[src/rtl/regfile_write_arbiter_if.sv]
// Two valid/ready writeback requesters sharing one register-file write port.
interface regfile_write_arbiter_if #(
    parameter int unsigned DATA_WIDTH = 32,
    parameter int unsigned SEL_WIDTH  = 4
);
    logic                  in_req0_valid;
    logic [SEL_WIDTH-1:0]  in_req0_sel;
    logic [DATA_WIDTH-1:0] in_req0_data;
    logic                  out_req0_ready;

    logic                  in_req1_valid;
    logic [SEL_WIDTH-1:0]  in_req1_sel;
    logic [DATA_WIDTH-1:0] in_req1_data;
    logic                  out_req1_ready;

    logic                  out_write_en;
    logic [SEL_WIDTH-1:0]  out_write_sel;
    logic [DATA_WIDTH-1:0] out_write_data;
    logic [3:0]            out_starve_cnt;

    // Requester / environment side
    modport master (
        output in_req0_valid, in_req0_sel, in_req0_data,
        output in_req1_valid, in_req1_sel, in_req1_data,
        input  out_req0_ready, out_req1_ready,
        input  out_write_en, out_write_sel, out_write_data, out_starve_cnt
    );

    // Arbiter side
    modport slave (
        input  in_req0_valid, in_req0_sel, in_req0_data,
        input  in_req1_valid, in_req1_sel, in_req1_data,
        output out_req0_ready, out_req1_ready,
        output out_write_en, out_write_sel, out_write_data, out_starve_cnt
    );
endinterface

[src/rtl/regfile_write_arbiter.sv]
// Register-file write-port arbiter: port 0 (pipeline) has priority, port 1
// (long-latency unit) is forced ahead after STARVE_LIMIT denied cycles.
// Grants are registered into a one-cycle output stage.
module regfile_write_arbiter #(
    parameter int unsigned DATA_WIDTH   = 32,
    parameter int unsigned SEL_WIDTH    = 4,
    parameter int unsigned STARVE_LIMIT = 4
) (
    input logic                    clk,
    input logic                    rst_n,
    regfile_write_arbiter_if.slave bus_io
);
    localparam logic [3:0] StarveLimit = 4'(STARVE_LIMIT);

    logic [3:0]            starve_q, starve_d;
    logic                  wr_en_q, wr_en_d;
    logic [SEL_WIDTH-1:0]  wr_sel_q, wr_sel_d;
    logic [DATA_WIDTH-1:0] wr_data_q, wr_data_d;

    logic force_p1;
    logic ready0, ready1;
    logic xfer0, xfer1;

    // Readies come from state and the other port's valid only; gated by reset
    // so nothing is accepted while rst_n is low.
    always_comb begin
        force_p1 = (starve_q >= StarveLimit);
        ready0   = rst_n & (~force_p1 | ~bus_io.in_req1_valid);
        ready1   = rst_n & (force_p1 | ~bus_io.in_req0_valid);
        xfer0    = bus_io.in_req0_valid & ready0;
        xfer1    = bus_io.in_req1_valid & ready1;
    end

    // Next-state: starvation counter and registered write stage.
    always_comb begin
        starve_d  = starve_q;
        wr_en_d   = 1'b0;
        wr_sel_d  = wr_sel_q;
        wr_data_d = wr_data_q;

        if (!bus_io.in_req1_valid || xfer1) begin
            starve_d = 4'd0;
        end else if (starve_q != 4'hf) begin
            starve_d = starve_q + 4'd1;
        end

        // sel == 0 is accepted but discarded; sel/data keep their last value.
        if (xfer0 && (bus_io.in_req0_sel != '0)) begin
            wr_en_d   = 1'b1;
            wr_sel_d  = bus_io.in_req0_sel;
            wr_data_d = bus_io.in_req0_data;
        end else if (xfer1 && (bus_io.in_req1_sel != '0)) begin
            wr_en_d   = 1'b1;
            wr_sel_d  = bus_io.in_req1_sel;
            wr_data_d = bus_io.in_req1_data;
        end
    end

    // State registers; async reset drops any registered write.
    always_ff @(posedge clk or negedge rst_n) begin
        if (!rst_n) begin
            starve_q  <= 4'd0;
            wr_en_q   <= 1'b0;
            wr_sel_q  <= '0;
            wr_data_q <= '0;
        end else begin
            starve_q  <= starve_d;
            wr_en_q   <= wr_en_d;
            wr_sel_q  <= wr_sel_d;
            wr_data_q <= wr_data_d;
        end
    end

    // Output drive
    always_comb begin
        bus_io.out_req0_ready = ready0;
        bus_io.out_req1_ready = ready1;
        bus_io.out_write_en   = wr_en_q;
        bus_io.out_write_sel  = wr_sel_q;
        bus_io.out_write_data = wr_data_q;
        bus_io.out_starve_cnt = starve_q;
    end
endmodule

[src/flat_wrapper.sv]
// flat-port wrapper written by rule: the top's interface ports become plain ports
module regfile_write_arbiter_flat 
#(
    parameter int unsigned DATA_WIDTH   = 32,
    parameter int unsigned SEL_WIDTH    = 4,
    parameter int unsigned STARVE_LIMIT = 4
)
  (clk, rst_n, bus_io_in_req0_valid, bus_io_in_req0_sel, bus_io_in_req0_data, bus_io_in_req1_valid, bus_io_in_req1_sel, bus_io_in_req1_data, bus_io_out_req0_ready, bus_io_out_req1_ready, bus_io_out_write_en, bus_io_out_write_sel, bus_io_out_write_data, bus_io_out_starve_cnt);
  regfile_write_arbiter_if #(.DATA_WIDTH(DATA_WIDTH), .SEL_WIDTH(SEL_WIDTH)) bus_io_i ();
  input logic clk;
  input logic rst_n;
  input wire logic [$bits(bus_io_i.in_req0_valid)-1:0] bus_io_in_req0_valid;
  input wire logic [$bits(bus_io_i.in_req0_sel)-1:0] bus_io_in_req0_sel;
  input wire logic [$bits(bus_io_i.in_req0_data)-1:0] bus_io_in_req0_data;
  input wire logic [$bits(bus_io_i.in_req1_valid)-1:0] bus_io_in_req1_valid;
  input wire logic [$bits(bus_io_i.in_req1_sel)-1:0] bus_io_in_req1_sel;
  input wire logic [$bits(bus_io_i.in_req1_data)-1:0] bus_io_in_req1_data;
  output wire logic [$bits(bus_io_i.out_req0_ready)-1:0] bus_io_out_req0_ready;
  output wire logic [$bits(bus_io_i.out_req1_ready)-1:0] bus_io_out_req1_ready;
  output wire logic [$bits(bus_io_i.out_write_en)-1:0] bus_io_out_write_en;
  output wire logic [$bits(bus_io_i.out_write_sel)-1:0] bus_io_out_write_sel;
  output wire logic [$bits(bus_io_i.out_write_data)-1:0] bus_io_out_write_data;
  output wire logic [$bits(bus_io_i.out_starve_cnt)-1:0] bus_io_out_starve_cnt;
  assign bus_io_i.in_req0_valid = bus_io_in_req0_valid;
  assign bus_io_i.in_req0_sel = bus_io_in_req0_sel;
  assign bus_io_i.in_req0_data = bus_io_in_req0_data;
  assign bus_io_i.in_req1_valid = bus_io_in_req1_valid;
  assign bus_io_i.in_req1_sel = bus_io_in_req1_sel;
  assign bus_io_i.in_req1_data = bus_io_in_req1_data;
  assign bus_io_out_req0_ready = bus_io_i.out_req0_ready;
  assign bus_io_out_req1_ready = bus_io_i.out_req1_ready;
  assign bus_io_out_write_en = bus_io_i.out_write_en;
  assign bus_io_out_write_sel = bus_io_i.out_write_sel;
  assign bus_io_out_write_data = bus_io_i.out_write_data;
  assign bus_io_out_starve_cnt = bus_io_i.out_starve_cnt;
  regfile_write_arbiter #(.DATA_WIDTH(DATA_WIDTH), .SEL_WIDTH(SEL_WIDTH), .STARVE_LIMIT(STARVE_LIMIT)) u_core (.clk(clk), .rst_n(rst_n), .bus_io(bus_io_i));
endmodule
[config.mk]
export PLATFORM = sky130hd
export DESIGN_NAME = regfile_write_arbiter_flat
export DESIGN_NICKNAME = d
export VERILOG_FILES = /design/src/rtl/regfile_write_arbiter_if.sv /design/src/rtl/regfile_write_arbiter.sv /design/src/flat_wrapper.sv
export SDC_FILE = /design/constraint.sdc
export NUM_CORES = 1
export LEC_CHECK = 0
export ABC_AREA = 1
export CELL_PAD_IN_SITES_DETAIL_PLACEMENT = 0
export CELL_PAD_IN_SITES_GLOBAL_PLACEMENT = 1
export CORE_MARGIN = 3
export CORE_UTILIZATION = 29
export DETAILED_ROUTE_END_ITERATION = 6
export PLACE_DENSITY_LB_ADDON = 0.1
export SETUP_SLACK_MARGIN = 0.5
export SKIP_CTS_REPAIR_TIMING = 1
export SLEW_MARGIN = 20
export SYNTH_ARGS = -nofsm -noshare
export SYNTH_HDL_FRONTEND = slang
export SYNTH_SLANG_ARGS = --single-unit
export TNS_END_PERCENT = 50
[constraint.sdc]
create_clock -name clk -period 2.18 [get_ports clk]
set_clock_uncertainty 0.1 [all_clocks]
set_input_delay 0.218 -clock clk [delete_from_list [all_inputs] [get_ports clk]]
set_output_delay 0.218 -clock clk [all_outputs]
set_load 0.02 [all_outputs]
* Yosys cells after proc, flatten, opt, wreduce, memory -nomap -nowiden *
Cells that the tools add are included.

storage, ports and cells
  flip-flop bits (word level) = 41
  bits in latches = 0
  memory bits (writable) = 0
  memory bits (read-only) = 0
  input port bits = 76
  output and inout bits = 43
  memories kept = 0

cells by class
  add/sub/neg operators = 1
  multiply operators = 0
  divide/modulo/power cells = 0
  $lt $le $gt $ge = 1
  equal/unequal tests = 1
  shift operators = 0
  multiplexer cells = 8
  bitwise gates (word level) = 9
  reductions and logical operators = 8

operator list
  kind                                                                number
  2-to-1 mux 32 bit                                                   2
  2-to-1 mux 4 bit                                                    4
  nonzero test 4 bit                                                  2
  adder 4 x 1 -> 4 bit (second input constant)                        1
  bitwise AND 1 bit                                                   4
  greater-or-equal comparator 4 x 3 -> 1 bit (second input constant)  1
  inequality test 4 bit (second input constant)                       1
  nonzero test 2 bit                                                  2
  NOT 1 bit                                                           3
  logical AND 1 bit                                                   2
  2-to-1 mux 1 bit                                                    2
  bitwise OR 1 bit                                                    2
  logical NOT 1 bit                                                   1
  logical OR 1 bit                                                    1

* Logic depth before layout (Yosys ltp) *
Gate-level depths: netlist of the first run.

  word-level depth = 7
  depth in mapped cells = 9
  mapped depth without buffers = 8

* Least setup slack after synthesis of the first run *
OpenSTA, ideal clock, no wires.

  path type = register to register
  start point = reg u_core.starve_q[3], in the netlist u_core.bus_io.out_starve_cnt[3]
  end point = reg u_core.wr_data_q[0], in the netlist u_core.bus_io.out_write_data[0]
  library setup time = 117 ps
  arrival time = 1435 ps
  required time = 1963 ps
  slack = 528 ps
  stages on the path, launching flop included = 7
  clock period less this slack = 1652 ps
  path through = dfrtp_1 -> nor2_2 -> a21oi_2 -> nand2_4 -> buf_2 -> nand3_1 -> nand2_1

on the way
  elaborated cells between the ends (all ways) = 12

RTL lines
  what                                        RTL line                     source
  start: declaration                          regfile_write_arbiter.sv:15  logic [3:0] starve_q, starve_d;
  start signal: assignment                    regfile_write_arbiter.sv:67  starve_q <= starve_d;
  greater-or-equal comparator 4 x 3 -> 1 bit  regfile_write_arbiter.sv:27  force_p1 = (starve_q >= StarveLimit);
  bitwise OR 1 bit                            regfile_write_arbiter.sv:29  ready1 = rst_n & (force_p1 | ~bus_io.in_req0_valid);
  bitwise AND 1 bit                           regfile_write_arbiter.sv:29
  net bus_io_out_req1_ready                   flat_wrapper.sv:19           output wire logic [$bits(bus_io_i.out_req1_ready)-1:0] bus_io_out_req1_ready;
  bitwise AND 1 bit                           regfile_write_arbiter.sv:31  xfer1 = bus_io.in_req1_valid & ready1;
  logical AND 1 bit                           regfile_write_arbiter.sv:52  end else if (xfer1 && (bus_io.in_req1_sel != '0)) begin
  nonzero test 2 bit (no line)                -
  end signal: assignment                      regfile_write_arbiter.sv:70  wr_data_q <= wr_data_d;
  end: declaration                            regfile_write_arbiter.sv:18  logic [DATA_WIDTH-1:0] wr_data_q, wr_data_d;

The timed path passes the listed nets, and every way through them passes these cells.
A chain may end at the register's enable or synchronous reset.

* Final worst setup path of the first run *
  start point = reg u_core.starve_q[2], in the netlist u_core.bus_io.out_starve_cnt[2]
  end point = out bus_io_out_starve_cnt[2]

RTL lines
  what              RTL line            source
  end: declaration  flat_wrapper.sv:23  output wire logic [$bits(bus_io_i.out_starve_cnt)-1:0] bus_io_out_starve_cnt;

No word-level cell between the ends.

==> results of run 1 <==
through the flow:
stage          cell area, um2  hold WS (ns)  std cells  setup slack (ns)  util, %
2_1_floorplan            2310        -0.178        309             0.528        -
3_5_place_dp             3530         0.325        514             0.268     47.2
6_report                 3900       -0.0303        535             0.524     52.1
3_3_place_gp             3530         0.326        514             0.260     47.2
5_1_grt                  3900        0.0219        535             0.452     52.1
4_1_cts                  3620       0.00100        522          0.000832     48.3
sequential cells by signal, indices dropped and copies added, names as in the netlist:
signal                        cells
u_core.bus_io.out_write_sel       4
u_core.bus_io.out_write_data     32
u_core.bus_io.out_starve_cnt      4
u_core.bus_io.out_write_en        1
final timing paths:
kind	startpoint	end	slack (ns)	depth (start not counted)
max in group asynchronous	rst_n	u_core.bus_io.out_starve_cnt[3]	1.60	2
min in group clk	u_core.bus_io.out_write_data[3]	u_core.bus_io.out_write_data[3]	0.41	2
min reg2reg	u_core.bus_io.out_write_data[3]	u_core.bus_io.out_write_data[3]	0.41	2
min	rst_n	u_core.bus_io.out_write_data[6]	-0.03	2
max reg2reg	u_core.bus_io.out_starve_cnt[2]	u_core.bus_io.out_write_sel[3]	0.57	10
max	u_core.bus_io.out_starve_cnt[2]	bus_io_out_starve_cnt[2]	0.52	1
cells in the mapped netlist:
master / instances / area, um2
sky130_fd_sc_hd__a21oi_2: 1 / 8.76
sky130_fd_sc_hd__xor2_1: 1 / 8.76
sky130_fd_sc_hd__nor3_1: 1 / 5.00
sky130_fd_sc_hd__nor2_2: 2 / 12.5
sky130_fd_sc_hd__nand3_1: 74 / 370
sky130_fd_sc_hd__a21oi_4: 1 / 16.3
sky130_fd_sc_hd__nand2_4: 2 / 22.5
sky130_fd_sc_hd__or2_1: 1 / 6.26
sky130_fd_sc_hd__nand2_1: 147 / 552
sky130_fd_sc_hd__inv_1: 2 / 7.51
sky130_fd_sc_hd__dfrtp_1: 41 / 1030
sky130_fd_sc_hd__ha_1: 1 / 12.5
sky130_fd_sc_hd__a21oi_1: 3 / 15.0
sky130_fd_sc_hd__inv_2: 2 / 7.51
sky130_fd_sc_hd__nor2_4: 1 / 11.3
sky130_fd_sc_hd__buf_6: 11 / 124
sky130_fd_sc_hd__nand2_8: 1 / 20.0
sky130_fd_sc_hd__xnor2_1: 1 / 8.76
sky130_fd_sc_hd__buf_2: 9 / 45.0
sky130_fd_sc_hd__nor2_1: 7 / 26.3
kinds of logic (layout without fill, tap and decap cells):
group,Yosys count,count (layout),share of synthesized area [%]
buf+inv,24,149,7.98
simple gates,236,238,44.5
fa+ha+maj,1,1,0.543
flops,41,41,44.5
compound gates,5,5,1.74
xor+xnor,2,2,0.760
cell type report:
cell class	count	area share, %
clock buffers	6	1.86
clock inverters	2	0.256
flip-flops and latches	41	26.3
well taps	99	3.17
repair buffers	137	38.8
inverters	4	0.385
multi-input cells	246	29.2
where the power goes:
part           internal [W]  total (W)  switching [W]
sequential         0.000882   0.000953      0.0000703
clock              0.000222   0.000488       0.000265
combinational      0.000491   0.000958       0.000467
routing by layer:
layer / vias to the layer above / global-route usage (%) / routed length [um]
li1: 1248 / - / -
met1: 1154 / 22.6 / 3740
met2: 76 / 25.5 / 3570
met3: 5 / 3.63 / 499
met4: 0 / 3.97 / 49
met5: - / 0 / 0
==> flow_summary.ini, run 1 <==
[routing]
drt-total-wl_um = 7860
avgViaCountPerCell = 4.64
drt-wirelength-per-cell_um = 14.7
ant_nets = 0
drc = 0
first_iter_violations = 94
first_pass_iters = 4
vias = 2483

[synth]
synth_warnings = 0
synthesis.instances = 309
synth_area_per_cell_um2 = 7.46
synth.distinct_cells = 20
syn-cell-area_mm2 = 0.00231
ys_ff_latch = 41
synth_nets = 386
seq_area_frac_synth_pct = 44.5

[placed_design]
numPortBuffers = 118
globalplace.congestion = 0.763
detailed_place_hpwl_um = 5080

[sta]
setup_violations = 0
hold_violations = 38
slew_violations = 0
timing.setup.tns_ns = 0
final_min_period_over_clock_period_pct = 76.0
setup_repair_after_global_routing_missed_its_margin = true
period_needed_ns = 1.66
slew_worst_pin_ns = 0.539
relative_slew_slack_pct = 64.1
hold_ws_ns = -0.0303
fmaxAchievable_ghz = 0.604

[run]
max-cap-violations = 0

[setup_path]
timing.critical_path.slowest_stage_cell = sky130_fd_sc_hd__clkdlybuf4s50_1
endpoint_kind = output port
critPathMaxStageDelay_ns = 0.62
worstSetupPathType = register to output port
worstPathMaxFanout = 5
crit_path_cell_trace = clkdlybuf4s50_1
required_time_of_the_critical_path_ns = 1.86
critical_path_arrival_ns = 1.34
cp-start-kind = register
cp_top_family = buffers and inverters
path_buf_inv = 1

[final_layout]
area_delta_synth_final_pct = 69.3
num-nets-final = 512
antenna_cells = 0
layout_common_cells = sky130_fd_sc_hd__nand2_1 (147), sky130_fd_sc_hd__clkdlybuf4s50_1 (115), sky130_fd_sc_hd__nand3_1 (74), sky130_fd_sc_hd__dfrtp_1 (39), sky130_fd_sc_hd__nor2_1 (7)
filler_cell_count = 726
footprint_of_the_multi_input_gates_mm2 = 0.00114
sequential_cell_area_in_the_final_layout_mm2 = 0.00103
drive_gt1_share_pct = 9.63
final_common_cell = sky130_fd_sc_hd__nand2_1

[pwr]
p_leak_nw = 1.93
power_density_mw_per_mm2 = 614
post-layout-total-power_w = 0.00240
peakVddDrop_v = 0.000294

[floorplan]
std_cell_rows = 31
die_h_um = 95.2
chipWidth_um = 95.2
top_level_ports = 119
placeableCoreArea_mm2 = 0.00749
die-area_mm2 = 0.00906
initial_cell_density_of_the_core_pct = 30.8

[clocking]
tritoncts = built
clock-sinks = 41
clk_transition_reported_paths_ns = 0.09
numCtsBuffers = 5
number_of_h_tree_levels = 2
cts-root-buf = sky130_fd_sc_hd__clkbuf_8
clock_latency_ns = 0.28
clock_path_buffers = 2

[hold_path]
kind_of_path_behind_the_tightest_hold_check = primary input to asynchronous set/reset pin

[global_route]
grt_antenna_before_repair = 0
grt_start_max_net_pins = 42
first_global_vias = 2322
grt_first_pass_wirelength_um = 11600
grt_remaining_overflow = 0
groute.usage.overall_pct = 16.2

[outcome]
failed_checks = hold timing
run_status = complete, but fails checks
No activity file was read; power rests on OpenSTA's default activity.
==> inputs of run 2 (changes only) <==
Settings changed: CORE_UTILIZATION 29 to 27.
Clock period 2.18 ns to 1.6 ns, I/O delays scaled along.
==> run 2 against run 1 <==
Against the previous run:
- the run still ends with hold timing left
- register-to-register slack got worse by 0.52 ns
- final area grew 3.1%
- clock-buffer cell count rose by 1
- clock power up 56%
- core utilization shrank 3.4 points
- final cell count up 2.2%
- sequential power rose by 39%
- combinational power up 39%
- routed wire length up 6.4%
- setup slack worse by 0.52 ns
- non-clock buffer count increased by 4
- critical path depth rose by 3
==> flow_summary.ini, run 2 (synthesis results as in run 1) <==
[outcome]
failed_checks = hold timing
run_status = complete, but fails checks

[pwr]
total_switching_power_w = 0.00114
p_comb_share_pct = 39.0
power_density_mw_per_mm2 = 849
p_leak_nw = 2.08
netSwitchingFraction_pct = 33.4
peakVddDrop_v = 0.000360
p_int_w = 0.00227
post-layout-total-power_w = 0.00341
power.clock.fraction_pct = 22.3
seqPwrFrac_pct = 38.7

[placed_design]
numPortBuffers = 118
globalplace.congestion = 0.755
detailedPlace.worstSlack_ns = -0.194
detailed_place_hpwl_um = 5200

[sta]
post-route-worst-setup-slack_ns = 0.00890
setup_violations = 0
hold_ws_ns = -0.0739
period_needed_ns = 1.59
final_min_period_over_clock_period_pct = 99.4
setup_repair_after_global_routing_missed_its_margin = true
slew_violations = 0
hold_violations = 41
slew_worst_pin_ns = 0.560
fmaxAchievable_ghz = 0.628
relative_slew_slack_pct = 62.7

[hold_path]
kind_of_path_behind_the_tightest_hold_check = primary input to asynchronous set/reset pin

[global_route]
first_global_vias = 2398
groute.usage.overall_pct = 15.4
grt_remaining_overflow = 0
grt_start_max_net_pins = 42
grt_first_pass_wirelength_um = 12000
grt_antenna_before_repair = 0

[routing]
drt-wirelength-per-cell_um = 15.3
first_iter_violations = 47
avgViaCountPerCell = 4.59
vias = 2509
ant_nets = 0
drc = 0
drt-total-wl_um = 8360
first_pass_iters = 4

[final_layout]
flip_flop_count_of_the_largest_register_after_layout = 32
antenna_cells = 0
layout_common_cells = sky130_fd_sc_hd__nand2_1 (141), sky130_fd_sc_hd__nand3_1 (74), sky130_fd_sc_hd__clkdlybuf4s50_1 (74), sky130_fd_sc_hd__dfrtp_1 (38), sky130_fd_sc_hd__buf_6 (37)
drive_gt1_share_pct = 21.9
num-nets-final = 518
final_common_cell = sky130_fd_sc_hd__nand2_1
area_delta_synth_final_pct = 74.5

[clocking]
cts-root-buf = sky130_fd_sc_hd__clkbuf_8
numCtsBuffers = 5
clock_latency_ns = 0.29
tritoncts = built
number_of_h_tree_levels = 2
clk_transition_reported_paths_ns = 0.08
clock-sinks = 41
clock_path_buffers = 2

[floorplan]
die_h_um = 98.4
std_cell_rows = 33
placeableCoreArea_mm2 = 0.00826
initial_cell_density_of_the_core_pct = 27.9
chipWidth_um = 98.4
die-area_mm2 = 0.00969
top_level_ports = 119

[setup_path]
endpoint_kind = output port
cp-start-kind = register
timing.critical_path.slowest_stage_cell = sky130_fd_sc_hd__dfrtp_2
crit_path_cell_trace = nor2_4, nor2_2, nor2_4, dlymetal6s2s_1
crit_path_most_repeated_cell = sky130_fd_sc_hd__nor2_4
critical_path_arrival_ns = 1.33
required_time_of_the_critical_path_ns = 1.34
critPathMaxStageDelay_ns = 0.43
worstSetupPathType = register to output port
worstPathMaxFanout = 4

[run]
max-cap-violations = 0
[run 2: changes by cell type in the layout (fill, tap and decap cells not counted), sizes merged]
cell,change
buf,+43
clkdlybuf4s50,-41
dlymetal6s2s,+5
clkbuf,-2
nand2,+2
clkinv,-1
[run 2: per-layer routing]
layer,part of all wire (%),wire length [um],vias to the layer above,global-route usage (%)
met3,6.2,519,6,4.32
met2,48,4020,80,25.6
li1,-,-,1270,-
met5,0,0,-,0
met1,45,3740,1153,20.0
met4,0.97,81,0,3.47
[run 2: worst paths after layout]
path	from	endpoint	slack (ns)	depth (start not counted)
worst min-delay path	rst_n	u_core.bus_io.out_write_data[5]	-0.07	2
min in group clk	bus_io_in_req1_data[24]	u_core.bus_io.out_write_data[24]	0.38	5
worst max-delay path	u_core.bus_io.out_starve_cnt[2]	bus_io_out_req0_ready	0.009	4
max in group asynchronous	rst_n	u_core.bus_io.out_starve_cnt[2]	1.06	2
worst min register to register	u_core.bus_io.out_write_data[10]	u_core.bus_io.out_write_data[10]	0.41	2
worst max register to register	u_core.bus_io.out_starve_cnt[2]	u_core.bus_io.out_write_data[11]	0.05	9
[run 2: layout make-up]
type | instances | area (um2)
clock inverter | 1 | 5.00
timing repair buffer | 141 | 1510
sequential | 41 | 1030
clock buffer | 7 | 96.3
inverter | 4 | 15.0
multi-input combinational | 248 | 1240
tap | 105 | 131
fill | 835 | 4230
[run 2: worst max-delay path: cells and delay by family, from the launching register on]
| kind | cells | cell delay, ns |
|---|---|---|
| simple gates | 3 | 0.32 |
| flops | 1 | 0.43 |
| buf+inv | 1 | 0.29 |
[run 2: per-stage QoR]
stage	instance area [um2]	hold slack [ns]	instances	setup TNS, ns	util (%)
CTS	3730	-0.0467	537	-0.927	45.1
detailed placement	3620	0.278	529	-5.49	43.9
global placement	3620	0.284	529	-5.29	43.9
floorplan	2320	-0.236	309	0	-
global route	4020	-0.0294	547	-0.284	48.7
finish	4020	-0.0739	547	0	48.7
[run 2: power by group through the flow]
stage	clock network [W]	registers, W	logic, W
floorplan	0	0.00152	0.000380
global placement	0	0.00131	0.00124
detailed placement	0	0.00131	0.00125
CTS	0.000789	0.00129	0.00125
global route	0.000832	0.00134	0.00144
finish	0.000762	0.00132	0.00133
